File: src/rtl/axis_sample_pacer.sv
// Rate-paced AXI-Stream sample transmitter: FIFO-buffered producer samples released one per DIV-cycle tick.
// Optional build macro PACER_ZERO_FILL_EN: empty ticks emit a zero-valued transfer instead of nothing.
module axis_sample_pacer #(
  parameter int DATA_W = 16,
  parameter int DIV    = 100000,
  parameter int DEPTH  = 16
) (
  input  logic                       clk,
  input  logic                       rst_n,
  input  logic                       enable,
  input  logic                       wr_valid,
  input  logic [DATA_W-1:0]          wr_data,
  output logic                       wr_ready,
  output logic                       m_axis_tvalid,
  input  logic                       m_axis_tready,
  output logic [DATA_W-1:0]          m_axis_tdata,
  output logic [$clog2(DEPTH):0]     fifo_level,
  output logic [15:0]                underflow_cnt,
  output logic                       overrun
);

  localparam int LVL_W = $clog2(DEPTH) + 1;
  localparam int PTR_W = (DEPTH > 1) ? $clog2(DEPTH) : 1;
  localparam int CNT_W = $clog2(DIV);

  typedef enum logic [1:0] {
    ST_IDLE = 2'd0,
    ST_WAIT = 2'd1,
    ST_SEND = 2'd2
  } state_t;

  state_t              state_q, state_d;
  logic [CNT_W-1:0]    cnt_q, cnt_d;
  logic                tvalid_q, tvalid_d;
  logic [DATA_W-1:0]   tdata_q, tdata_d;
  logic [15:0]         underflow_q, underflow_d;
  logic                overrun_q, overrun_d;
  logic [PTR_W-1:0]    wr_ptr_q, wr_ptr_d;
  logic [PTR_W-1:0]    rd_ptr_q, rd_ptr_d;
  logic [LVL_W-1:0]    level_q, level_d;

  logic [DATA_W-1:0]   mem [DEPTH];

  logic tick;
  logic fifo_empty;
  logic wr_en;
  logic pop;

  assign tick       = (cnt_q == CNT_W'(DIV - 1));
  assign fifo_empty = (level_q == '0);
  assign wr_ready   = (level_q != LVL_W'(DEPTH));
  assign wr_en      = wr_valid && wr_ready;

  // Sample storage carries no reset so it can map onto block RAM.
  always_ff @(posedge clk) begin
    if (wr_en) begin
      mem[wr_ptr_q] <= wr_data;
    end
  end

  always_comb begin
    state_d     = state_q;
    tvalid_d    = tvalid_q;
    tdata_d     = tdata_q;
    underflow_d = underflow_q;
    overrun_d   = overrun_q;
    pop         = 1'b0;

    case (state_q)
      ST_IDLE: begin
        tvalid_d = 1'b0;
        if (enable) begin
          state_d = ST_WAIT;
        end
      end
      ST_WAIT: begin
        if (tick) begin
          if (!fifo_empty) begin
            pop      = 1'b1;
            tdata_d  = mem[rd_ptr_q];
            tvalid_d = 1'b1;
            state_d  = ST_SEND;
          end else begin
            if (underflow_q != 16'hFFFF) begin
              underflow_d = underflow_q + 16'd1;
            end
`ifdef PACER_ZERO_FILL_EN
            tdata_d  = '0;
            tvalid_d = 1'b1;
            state_d  = ST_SEND;
`endif
          end
        end else if (!enable) begin
          state_d = ST_IDLE;
        end
      end
      ST_SEND: begin
        // The transfer in flight cannot be abandoned, so a tick here is simply lost.
        if (tick) begin
          overrun_d = 1'b1;
        end
        if (m_axis_tready) begin
          tvalid_d = 1'b0;
          state_d  = enable ? ST_WAIT : ST_IDLE;
        end
      end
      default: begin
        tvalid_d = 1'b0;
        state_d  = ST_IDLE;
      end
    endcase
  end

  always_comb begin
    cnt_d = cnt_q + CNT_W'(1);
    if (state_q == ST_IDLE || state_d == ST_IDLE || tick) begin
      cnt_d = '0;
    end
  end

  always_comb begin
    wr_ptr_d = wr_ptr_q;
    rd_ptr_d = rd_ptr_q;
    level_d  = level_q;
    if (wr_en) begin
      wr_ptr_d = wr_ptr_q + PTR_W'(1);
    end
    if (pop) begin
      rd_ptr_d = rd_ptr_q + PTR_W'(1);
    end
    case ({wr_en, pop})
      2'b10:   level_d = level_q + LVL_W'(1);
      2'b01:   level_d = level_q - LVL_W'(1);
      default: level_d = level_q;
    endcase
  end

  always_ff @(posedge clk or negedge rst_n) begin
    if (!rst_n) begin
      state_q     <= ST_IDLE;
      cnt_q       <= '0;
      tvalid_q    <= 1'b0;
      tdata_q     <= '0;
      underflow_q <= '0;
      overrun_q   <= 1'b0;
      wr_ptr_q    <= '0;
      rd_ptr_q    <= '0;
      level_q     <= '0;
    end else begin
      state_q     <= state_d;
      cnt_q       <= cnt_d;
      tvalid_q    <= tvalid_d;
      tdata_q     <= tdata_d;
      underflow_q <= underflow_d;
      overrun_q   <= overrun_d;
      wr_ptr_q    <= wr_ptr_d;
      rd_ptr_q    <= rd_ptr_d;
      level_q     <= level_d;
    end
  end

  assign m_axis_tvalid = tvalid_q;
  assign m_axis_tdata  = tdata_q;
  assign fifo_level    = level_q;
  assign underflow_cnt = underflow_q;
  assign overrun       = overrun_q;

endmodule

File: config.mk
export PLATFORM = sky130hd
export DESIGN_NAME = axis_sample_pacer
export DESIGN_NICKNAME = d
export VERILOG_FILES = /design/src/rtl/axis_sample_pacer.sv
export SDC_FILE = /design/constraint.sdc
export NUM_CORES = 1
export LEC_CHECK = 0
export BUFFER_PORTS_ARGS = -buffer_cell sky130_fd_sc_hd__buf_2
export CAP_MARGIN = 20
export CORE_MARGIN = 4
export CORE_UTILIZATION = 45
export CTS_CLUSTER_DIAMETER = 150
export DETAILED_ROUTE_END_ITERATION = 8
export HOLD_SLACK_MARGIN = 0.06
export PLACE_DENSITY = 0.67
export SLEW_MARGIN = 10
export SYNTH_ARGS = -nofsm -noshare
export SYNTH_HDL_FRONTEND = slang
export SYNTH_SLANG_ARGS = --single-unit
File: constraint.sdc
create_clock -name clk -period 3.55 [get_ports clk]
set_input_delay 0.355 -clock clk [delete_from_list [all_inputs] [get_ports clk]]
set_output_delay 0.355 -clock clk [all_outputs]
set_load 0.02 [all_outputs]
==> flow_summary.yaml, run 1 <==
timing:
  timing.final.crit_share: 0.8721
  final_hold_viol_count: 0
  setup_tns_ps: 0
  timing.fmax_mhz: 323.0
  setup_viol: 0
  layout_min_cycle_time_ps: 3096
  slew_headroom: 0.2566
  tightestPinTransition_ps: 1115
  report.final.slew_viol_count: 0
  skew_ps: 8.498
  rsz0062_at_grt: "false"
drt:
  wl_um: 27230
  postRouteAntennaNets: 0
  routed-via-count: 6689
  remaining_drc_errors: 0
  detail_route.vias_per_cell: 5.635
  drt-initial-drc-count: 644
  drt_pass1_iterations: 5
  avgRoutedWirePerCell_um: 22.94
power:
  power.combinational.fraction: 0.089
  p_switching_w: 0.002019
  pwr-share-seq: 0.530
  power-per-cell-area_mw_per_mm2: 584.9
  power.share.clock: 0.381
  worst_ir_drop_vdd_v: 0.0005073
  total_leakage_power_nw: 5.279
  power.switching_fraction: 0.2340
  power.internal_w: 0.006607
synthesis:
  seq_area_frac_synth: 0.7281
  netlist_top_cells_area: "edfxtp_1 (60%), dfrtp_1 (13%), mux4_2 (11%)"
  netlist.top_cell.by_area: "edfxtp_1"
  syn_avg_cell_area_um2: 18.51
  yosys.cell_count.top_type: "edfxtp_1"
  netlist.area_leader.share: 0.5993
  dominantRegCellSynth: "edfxtp_1"
  synth.yosys.warnings: 0
  post_synth_inst_count: 693
  synth_area_mm2: 0.01283
  synth_fp_nets: 726
  number_of_enable_type_register_cells_in_the_synthesized_netlist: 256
  synth-async-reset-ratio: 0.2050
  ys_seq_elements: 322
  yosysUniqueCellTypes: 42
  yosys-top-cells-count: "edfxtp_1 (256), dfrtp_1 (66), mux4_2 (64), nand2_1 (40), nor2_1 (37)"
grt:
  first_pass_grt_wire_length_um: 42590
  global_route.usage.total: 0.1794
  initial_antenna_violation_count: 1
  via_count_of_the_first_global_routing_pass: 7054
  grt_start_max_net_pins: 67
  overflow: 0
worst_hold_path:
  number_of_cells_traversed_by_the_worst_hold_path: 2
  timing.hold.worst.start: "enable"
  min_path_type: "in -> reg"
  hold_path_end: "state_q[0]"
run:
  max_cap_viol_count: 0
critical_path:
  r2r_start: "cnt_q[0]"
  timing.critical_path.from_type: "flop"
  regToRegSetupSlack_ps: 450
  timing.rr.end: "fifo_level[4]"
  worstPathMaxFanout: 6
  worst_r2r_path_depth: 12
  timing.critical_path.required_ps: 3970
  critPathKind: "reg -> reg"
  worstPathArrival_ps: 3510
  critPathCaptureType: "flop"
die:
  floorplan.die_area_mm2: 0.03127
  die_x_um: 176.8
  io-pin-count: 61
  initial_core_util: 0.4592
  num_rows: 61
  chipHeight_um: 176.8
  core_region_area_mm2: 0.02793
cells_and_area:
  area_growth_syn_to_layout_pct: 14.97
  final_layout_size_suffix_gt1_frac: 0.2818
  post-route-cell-area_mm2: 0.01475
  insertedDiodeCount: 0
  fin_nets: 818
cts:
  clock_tree.htree_level_count: 2
  ctsLongestPathBuffers: 3
  insertion_delay_ps: 500
  cts-buffers-inserted: 34
  cts-root-buf: "clkbuf_16"
  cts.reportedPaths.clkPinSlew_ps: 60
  cts.sink_count: 322
  cts_tree: "done"
placed_design:
  gp_congestion: 0.7773
  dpl_cell_area_mm2: 0.01371
  hpwl_um: 16720
  numPortBuffers: 60
run_status:
  run_status: "complete, no violations"
-- metrics by stage --
stage	util	power (W)	std cells	worst slack (ps)	hold WS (ps)
5_1_grt	0.5279	0.008968	1187	151.0	115.7
4_1_cts	0.5279	0.008714	1187	394.3	88.36
3_5_place_dp	0.4907	0.005428	1126	417.2	485.0
3_3_place_gp	0.4902	0.005367	1125	614.0	460.0
6_report	0.5279	0.008627	1187	454.1	114.4
2_1_floorplan	-	0.005037	693	591.9	59.41
-- flip-flops by register name, summed over array words and instances, names as in the netlist --
| signal | flops |
|---|---|
| m_axis_tvalid | 1 |
| wr_ptr_q | 4 |
| rd_ptr_q | 4 |
| m_axis_tdata | 16 |
| state_q | 2 |
| cnt_q | 17 |
| underflow_cnt | 16 |
| overrun | 1 |
| fifo_level | 5 |
| mem | 256 |
-- layer usage --
layer  up-vias  track usage  routed length [µm]
met5         -            0                  13
met4         2      0.04868                 591
met3        53      0.03504                2008
met2       258       0.2968               13440
met1      3464       0.2467               11170
li1       2912            -                   -
-- power groups by stage --
stage	clock network, W	registers, W	logic, W
4_1_cts	0.00336	0.00457	0.000787
2_1_floorplan	0	0.00462	0.000419
6_report	0.00328	0.00457	0.000772
3_5_place_dp	0	0.00464	0.000784
3_3_place_gp	0	0.00462	0.000750
5_1_grt	0.00353	0.00460	0.000839
-- worst max-delay path: stages (launching register included) --
cell and delay [ps]:
dfrtp_1 400, ha_1 230, and4_1 330, nand2_2 130
nor4_1 380, ha_1 300, inv_1 100, fa_1 400
nor2b_1 130, o21ai_0 100, and3_1 200, nor3_1 170
xor2_1 170
-- cells in the final DEF, fill, tap and decap left out, types with 2 or more instances in the layout --
cell and instances:
edfxtp_1 256, mux4_2 64, dfrtp_1 64, buf_2 59, nand2_1 40, nor2_1 36
clkbuf_16 35, a22oi_1 32, buf_4 25, xnor2_1 23, mux2_2 17, xor2_1 16
nand4_1 15, inv_1 11, ha_1 11, clkbuf_1 9, nand3_1 8, clkinv_1 8
o21ai_0 7, and3_1 7, nor2b_1 6, a21o_1 5, and4_1 4, nand2b_1 4
and2_1 4, nor3_2 4, and4bb_2 3, nor4_1 3, clkinv_2 3, buf_12 3
nor3_1 2, a21oi_1 2, clkbuf_8 2
-- how the worst max path moves through the flow --
stage               depth (start not counted)             to           from  slack, ps
detailed placement                         12  fifo_level[4]       cnt_q[0]        420
global placement                           12  fifo_level[4]       cnt_q[0]        610
CTS                                        12  fifo_level[4]       cnt_q[0]        390
global route                               12  fifo_level[4]       cnt_q[0]        150
finish                                     12  fifo_level[4]       cnt_q[0]        450
floorplan                                  13  fifo_level[4]  fifo_level[0]        590
-- logic make-up (layout without fill, tap and decap cells) --
group / Yosys count / after routing / synth area share
AOI/OAI and AO/OA: 47 / 47 / 0.02614
xor gates and xnor gates: 40 / 40 / 0.02790
adders and majority gates: 12 / 12 / 0.01229
buffers and inverters: 44 / 160 / 0.01707
DFF: 322 / 322 / 0.7281
muxes: 83 / 83 / 0.1289
and+or+nand+nor: 145 / 145 / 0.05960
-- cell type report --
cell class                 instances  area (µm²)
timing repair buffer              89       568.0
clock buffer                      46       937.1
clock inverter                    14       92.59
tap                              378       473.0
multi-input combinational        327        3292
sequential                       322        9344
inverter                          11       41.29
fill                            2219       13190
-- timing repair --
item	in CTS	in global routing
hold buffers	1	0
hold endpoints to repair	65	0
endpoints found under the setup margin	0	0
setup buffers	0	0
resized for setup	0	0
(Power assumes the default switching activity.)
==> inputs of run 2 (changes only) <==
CAP_MARGIN = not set   (was 20)
PLACE_DENSITY = not set   (was 0.67)
clock period = 3.2 ns   (was 3.55 ns; I/O delays follow)
==> run 2 against run 1 <==
Effect of this change:
- combinational power increased by 12%
- via count decreased by 0.94%
- global-route usage decreased by 0.25 points
- power increased by 17%
- hold slack improved by 79 ps
- register-to-register slack got worse by 130 ps
- critical path type unchanged
==> flow_summary.yaml, run 2 (same netlist as run 1, synthesis figures left out) <==
power:
  total_leakage_power_nw: 5.332
  post-layout-total-power_w: 0.01006
  worst_ir_drop_vdd_v: 0.0004665
  power-per-cell-area_mw_per_mm2: 674.4
grt:
  global_route.usage.total: 0.1769
  first_pass_grt_wire_length_um: 41900
  initial_antenna_violation_count: 2
  overflow: 0
  grt_start_max_net_pins: 67
  via_count_of_the_first_global_routing_pass: 6918
cells_and_area:
  biggestRegsByFlops: "mem x256, cnt_q x17"
  fin_nets: 818
  largest-register: "mem"
  post-route-util: 0.5341
  layout.filler_cells: 2212
  layout.cells.most_common: "edfxtp_1"
  final_layout_size_suffix_gt1_frac: 0.3012
  register_area_mm2: 0.009344
  area_of_the_multi_input_gates_mm2: 0.003333
  post-route-cell-area_mm2: 0.01492
  final_cell_mix: "edfxtp_1 (256), mux4_2 (64), dfrtp_1 (64)"
  largest_reg_flops: 256
  area_growth_syn_to_layout_pct: 16.31
worst_hold_path:
  number_of_cells_traversed_by_the_worst_hold_path: 1
  timing.hold.worst.start: "wr_data[0]"
  min_path_type: "in -> reg"
cts:
  cts_tree: "done"
  cts.reportedPaths.clkPinSlew_ps: 60
  insertion_delay_ps: 510
  cts-root-buf: "clkbuf_16"
  ctsLongestPathBuffers: 3
  cts.sink_count: 322
  cts-buffers-inserted: 36
  cts_post_setup_buffers_inserted: 0
  clock_tree.htree_level_count: 2
critical_path:
  critical_path_buf_inv_count: 1
  critPathCaptureType: "flop"
  critPathKind: "reg -> reg"
  worstPathMaxFanout: 7
  crit_path_cell_trace: "and4bb_2 > nand3_1 > nor4_2 > ha_2 > inv_1 > fa_1 > nor2b_1 > o21ai_0 > and3_1 > nor3_1 > xor2_1"
  cpMaxStageDelayCell: "dfrtp_1"
  timing.critical_path.max_delay_family: "simple AND/OR/NAND/NOR gates"
  critical_path.startpoint: "cnt_q[5]"
  critical_path_depth: 11
  timing.critical_path.required_ps: 3640
  crit_path_max_incr_delay_ps: 450
  r2r_start: "cnt_q[5]"
  worst_r2r_path_depth: 11
  timing.critical_path.from_type: "flop"
  worstPathArrival_ps: 3310
placed_design:
  hpwl_um: 16140
  numPortBuffers: 60
  dpl_cell_area_mm2: 0.01369
  gp_congestion: 0.8085
run_status:
  run_status: "complete, no violations"
drt:
  remaining_drc_errors: 0
  wl_um: 27240
  drt_pass1_iterations: 5
  drt-initial-drc-count: 390
  routed-via-count: 6626
  detail_route.vias_per_cell: 5.573
  postRouteAntennaNets: 0
  avgRoutedWirePerCell_um: 22.91
die:
  die_x_um: 176.8
  initial_core_util: 0.4592
  io-pin-count: 61
  core_region_area_mm2: 0.02793
  num_rows: 61
  floorplan.die_area_mm2: 0.03127
  chipHeight_um: 176.8
timing:
  skew_ps: 10.12
  rsz0062_at_grt: "false"
  slew_headroom: 0.1448
  timing.final.crit_share: 0.8997
  timing.fmax_mhz: 347.3
  tightestPinTransition_ps: 1281
  final_hold_viol_count: 0
  setup_tns_ps: 0
  setup_viol: 0
  layout_min_cycle_time_ps: 2879
  report.final.slew_viol_count: 0
run:
  max_cap_viol_count: 0
-- run 2: cell types whose count changed in the layout (fill, tap and decap cells not counted), moves of 2 or more --
cell,before,now
nor2_4,0,3
clkbuf_1,9,6
bufinv_16,1,5
clkinv_2,3,6
clkinvlp_4,0,2
clkinv_1,8,4
nor2_1,36,29
nor2_2,1,5
clkbuf_16,35,37
-- run 2: power breakdown --
group	switching (W)	total, W	leakage [nW]	internal (W)
Sequential	0.000155	0.00507	3.21	0.00492
Clock	0.00158	0.00413	0.580	0.00254
Combinational	0.000587	0.000863	1.54	0.000276
-- run 2: through the flow --
stage | worst slack (ps) | std cells | hold WS (ps)
global placement | 347.1 | 1123 | 447.6
floorplan | 241.9 | 693 | 24.41
CTS | 259.6 | 1188 | 171.2
global route | 53.99 | 1189 | 183.9
detailed placement | 269.8 | 1123 | 464.5
finish | 320.8 | 1189 | 193.7
-- run 2: routing by layer --
layer  up-vias  routed length [µm]  part of all wire  global-route usage
li1       2911                   -                 -                   -
met1      3465               11690              0.43              0.2473
met2       196               13390              0.49              0.2887
met4         2                 643             0.024             0.05126
met3        52                1498             0.055             0.03226
met5         -                  13           0.00048                   0
-- run 2: path summary, 6_finish.rpt --
check	slack, ps	endpoint
max	320	fifo_level[4]
min	190	mem[15][0]
max reg2reg	320	fifo_level[4]
min reg2reg	480	underflow_cnt[6]
max in group asynchronous	1980	rd_ptr_q[1]
min in group asynchronous	490	m_axis_tdata[15]
-- run 2: area by class of cell --
type,instances,area share
diodes,1,0.0001677
well taps,378,0.03170
inverters,11,0.002768
clock inverters,19,0.01526
flip-flops and latches,322,0.6263
multi-input cells,327,0.2234
repair buffers,87,0.03589
clock buffers,44,0.06449
-- run 2: worst reg2reg max path: stages, from the launching register on --
cell and delay [ps]:
dfrtp_1 450, and4bb_2 330, nand3_1 180, nor4_2 310, ha_2 270, inv_1 90, fa_1 420, nor2b_1 120
o21ai_0 110, and3_1 210, nor3_1 170, xor2_1 160
-- run 2: repair_timing --
action,4_1_cts,5_1_grt
hold endpoints to repair,67,0
hold buffers,2,0
endpoints found under the setup margin,0,1
gates resized for setup,0,2
==> inputs of run 3 (changes only) <==
ABC_AREA = 1   (was not set)
==> run 3 against run 2 <==
Effect of this change:
- power decreased by 13%
- synthesized cell count increased by 73%
- final cell count increased by 41%
- critical path depth increased by 5
- critical path type unchanged
- largest cell class unchanged
- highest routed layer unchanged
==> flow_summary.yaml, run 3 <==
run_status:
  run_status: "complete, no violations"
synthesis:
  syn_avg_cell_area_um2: 11.38
  seq_area_frac_synth: 0.6846
  synth.yosys.warnings: 0
  netlist_top_cells_area: "edfxtp_1 (56%), dfrtp_1 (12%), nor2_1 (6.8%)"
  synth-async-reset-ratio: 0.2050
  yosys.cell_count.top_type: "edfxtp_1"
  post_synth_inst_count: 1199
  dominantRegCellSynth: "edfxtp_1"
  synth_area_mm2: 0.01364
  ys_seq_elements: 322
  number_of_enable_type_register_cells_in_the_synthesized_netlist: 256
  yosys-top-cells-count: "edfxtp_1 (256), nor2_1 (248), nand2_1 (151), o21ai_0 (137), nand3_1 (67)"
  netlist.area_leader.share: 0.5635
  yosysUniqueCellTypes: 36
  synth_fp_nets: 1232
  netlist.top_cell.by_area: "edfxtp_1"
worst_hold_path:
  number_of_cells_traversed_by_the_worst_hold_path: 3
  min_path_type: "in -> reg"
  timing.hold.worst.start: "enable"
  hold_path_end: "state_q[0]"
cts:
  cts_post_setup_buffers_inserted: 0
  cts.hold.buffers_added: 1
  cts_tree: "done"
  post_cts.resized_instances: 0
  clock_tree.htree_level_count: 2
  cts.sink_count: 322
  ctsLongestPathBuffers: 3
  insertion_delay_ps: 520
  cts.reportedPaths.clkPinSlew_ps: 60
  cts-root-buf: "clkbuf_16"
  cts-buffers-inserted: 36
power:
  p_switching_w: 0.001701
  power-per-cell-area_mw_per_mm2: 559.4
  power.internal_w: 0.007050
  worst_ir_drop_vdd_v: 0.0003404
  pwr-share-seq: 0.518
  power.share.clock: 0.469
  total_leakage_power_nw: 5.891
  power.combinational.fraction: 0.013
  post-layout-total-power_w: 0.008750
  power.switching_fraction: 0.1943
grt:
  first_pass_grt_wire_length_um: 49980
  initial_antenna_violation_count: 2
  grt_start_max_net_pins: 106
  global_route.usage.total: 0.1907
  overflow: 0
  via_count_of_the_first_global_routing_pass: 8790
timing:
  timing.final.crit_share: 0.8718
  final_hold_viol_count: 0
  slew_headroom: 0.3292
  setup_tns_ps: 0
  rsz0062_at_grt: "false"
  setup_viol: 0
  report.final.slew_viol_count: 0
  timing.fmax_mhz: 358.5
  layout_min_cycle_time_ps: 2790
  tightestPinTransition_ps: 1003
  whs_ps: 129.2
  skew_ps: 16.25
critical_path:
  worstPathArrival_ps: 3220
  timing.critical_path.required_ps: 3630
  worstPathMaxFanout: 6
  critPathCaptureType: "flop"
  r2r_start: "cnt_q[0]"
  regToRegSetupSlack_ps: 410
  timing.critical_path.from_type: "flop"
  worst_r2r_path_depth: 16
  timing.rr.end: "fifo_level[4]"
  critPathKind: "reg -> reg"
cells_and_area:
  post-route-cell-area_mm2: 0.01564
  final_cell_count_no_fill: 1679
  final_cell_mix: "edfxtp_1 (256), nor2_1 (232), nand2_1 (151)"
  insertedDiodeCount: 0
  final_layout_size_suffix_gt1_frac: 0.1482
  largest_reg_flops: 256
  biggestRegsByFlops: "mem x256, cnt_q x17"
  largest-register: "mem"
  layout.cells.most_common: "edfxtp_1"
  area_growth_syn_to_layout_pct: 14.66
  fin_nets: 1297
die:
  die_x_um: 182.1
  io-pin-count: 61
  floorplan.die_area_mm2: 0.03316
  num_rows: 63
  initial_core_util: 0.4578
  core_region_area_mm2: 0.02980
  chipHeight_um: 182.1
drt:
  detail_route.vias_per_cell: 5.413
  routed-via-count: 9089
  avgRoutedWirePerCell_um: 18.84
  wl_um: 31630
  remaining_drc_errors: 0
  postRouteAntennaNets: 0
  drt-initial-drc-count: 648
  drt_pass1_iterations: 5
placed_design:
  gp_congestion: 0.8469
  numPortBuffers: 60
  hpwl_um: 18890
  dpl_cell_area_mm2: 0.01444
  placedCellCount: 1615
run:
  max_cap_viol_count: 0
## run 3: cell types whose count changed in the layout (fill, tap and decap cells not counted), sizes merged, moves of 37 or more
cell,delta
nand3,+63
mux4,-64
o21ai,+130
nor2,+225
nand2,+113
o211ai,+64
inv,+37
## run 3: per-layer routing
| metal | GRT usage | share of wire |
|---|---|---|
| met3 | 0.03349 | 0.053 |
| met2 | 0.2928 | 0.46 |
| met5 | 0 | 0.00054 |
| met4 | 0.05224 | 0.021 |
| met1 | 0.2827 | 0.47 |
## run 3: worst max-delay path by stage
stage | startpoint | end | slack [ps]
after floorplan | cnt_q[0] | fifo_level[4] | 850
after global placement | cnt_q[0] | fifo_level[4] | 580
after detailed placement | cnt_q[0] | fifo_level[4] | 460
after CTS | cnt_q[0] | fifo_level[4] | 390
after global routing | cnt_q[0] | fifo_level[4] | 110
final | cnt_q[0] | fifo_level[4] | 410
## run 3: area by class of cell
cell class	instances	area [µm²]
Timing Repair Buffer	89	558.0
Fill cell	2596	14150
Inverter	51	192.7
Tap cell	390	488.0
Clock buffer	42	975.9
Clock inverter	21	214.0
Multi-Input combinational cell	764	3866
Sequential cell	322	9346
## run 3: power groups by stage
| stage | Combinational [W] | Clock, W | Sequential [W] |
|---|---|---|---|
| after floorplan | 0.0000360 | 0 | 0.00462 |
| after global placement | 0.000116 | 0 | 0.00461 |
| after detailed placement | 0.000119 | 0 | 0.00461 |
| after CTS | 0.000119 | 0.00420 | 0.00453 |
| after global routing | 0.000134 | 0.00438 | 0.00453 |
| final | 0.000117 | 0.00410 | 0.00453 |
## run 3: kinds of logic (layout without fill, tap and decap cells)
family                   after synthesis  count (layout)  synth area share
AO/OA/AOI/OAI                        207             207           0.08805
XOR/XNOR                              35              35           0.02247
adder cells (fa/ha/maj)               12              12           0.01156
buffers and inverters                113             203           0.03494
flip-flops                           322             322            0.6846
AND/OR/NAND/NOR                      510             510            0.1584
## run 3: critical path: stages (launching register included)
cell     delay (ps)
dfrtp_1         360
ha_1            190
nand3_1         160
nor2_1          200
nand3_1         200
nor2_1          140
nand2_1          80
inv_1            70
ha_1            260
inv_1            90
fa_1            380
inv_1           100
nand3_1          70
nand2_1          90
a21oi_1          60
o21ai_0         100
xor2_1          170
## run 3: per-stage QoR
step | worst slack, ps | util
after detailed placement | 458.9 | 0.4847
after floorplan | 853.8 | -
after global placement | 578.2 | 0.4847
after CTS | 386.3 | 0.5249
after global routing | 106.6 | 0.5249
final | 410.3 | 0.5249
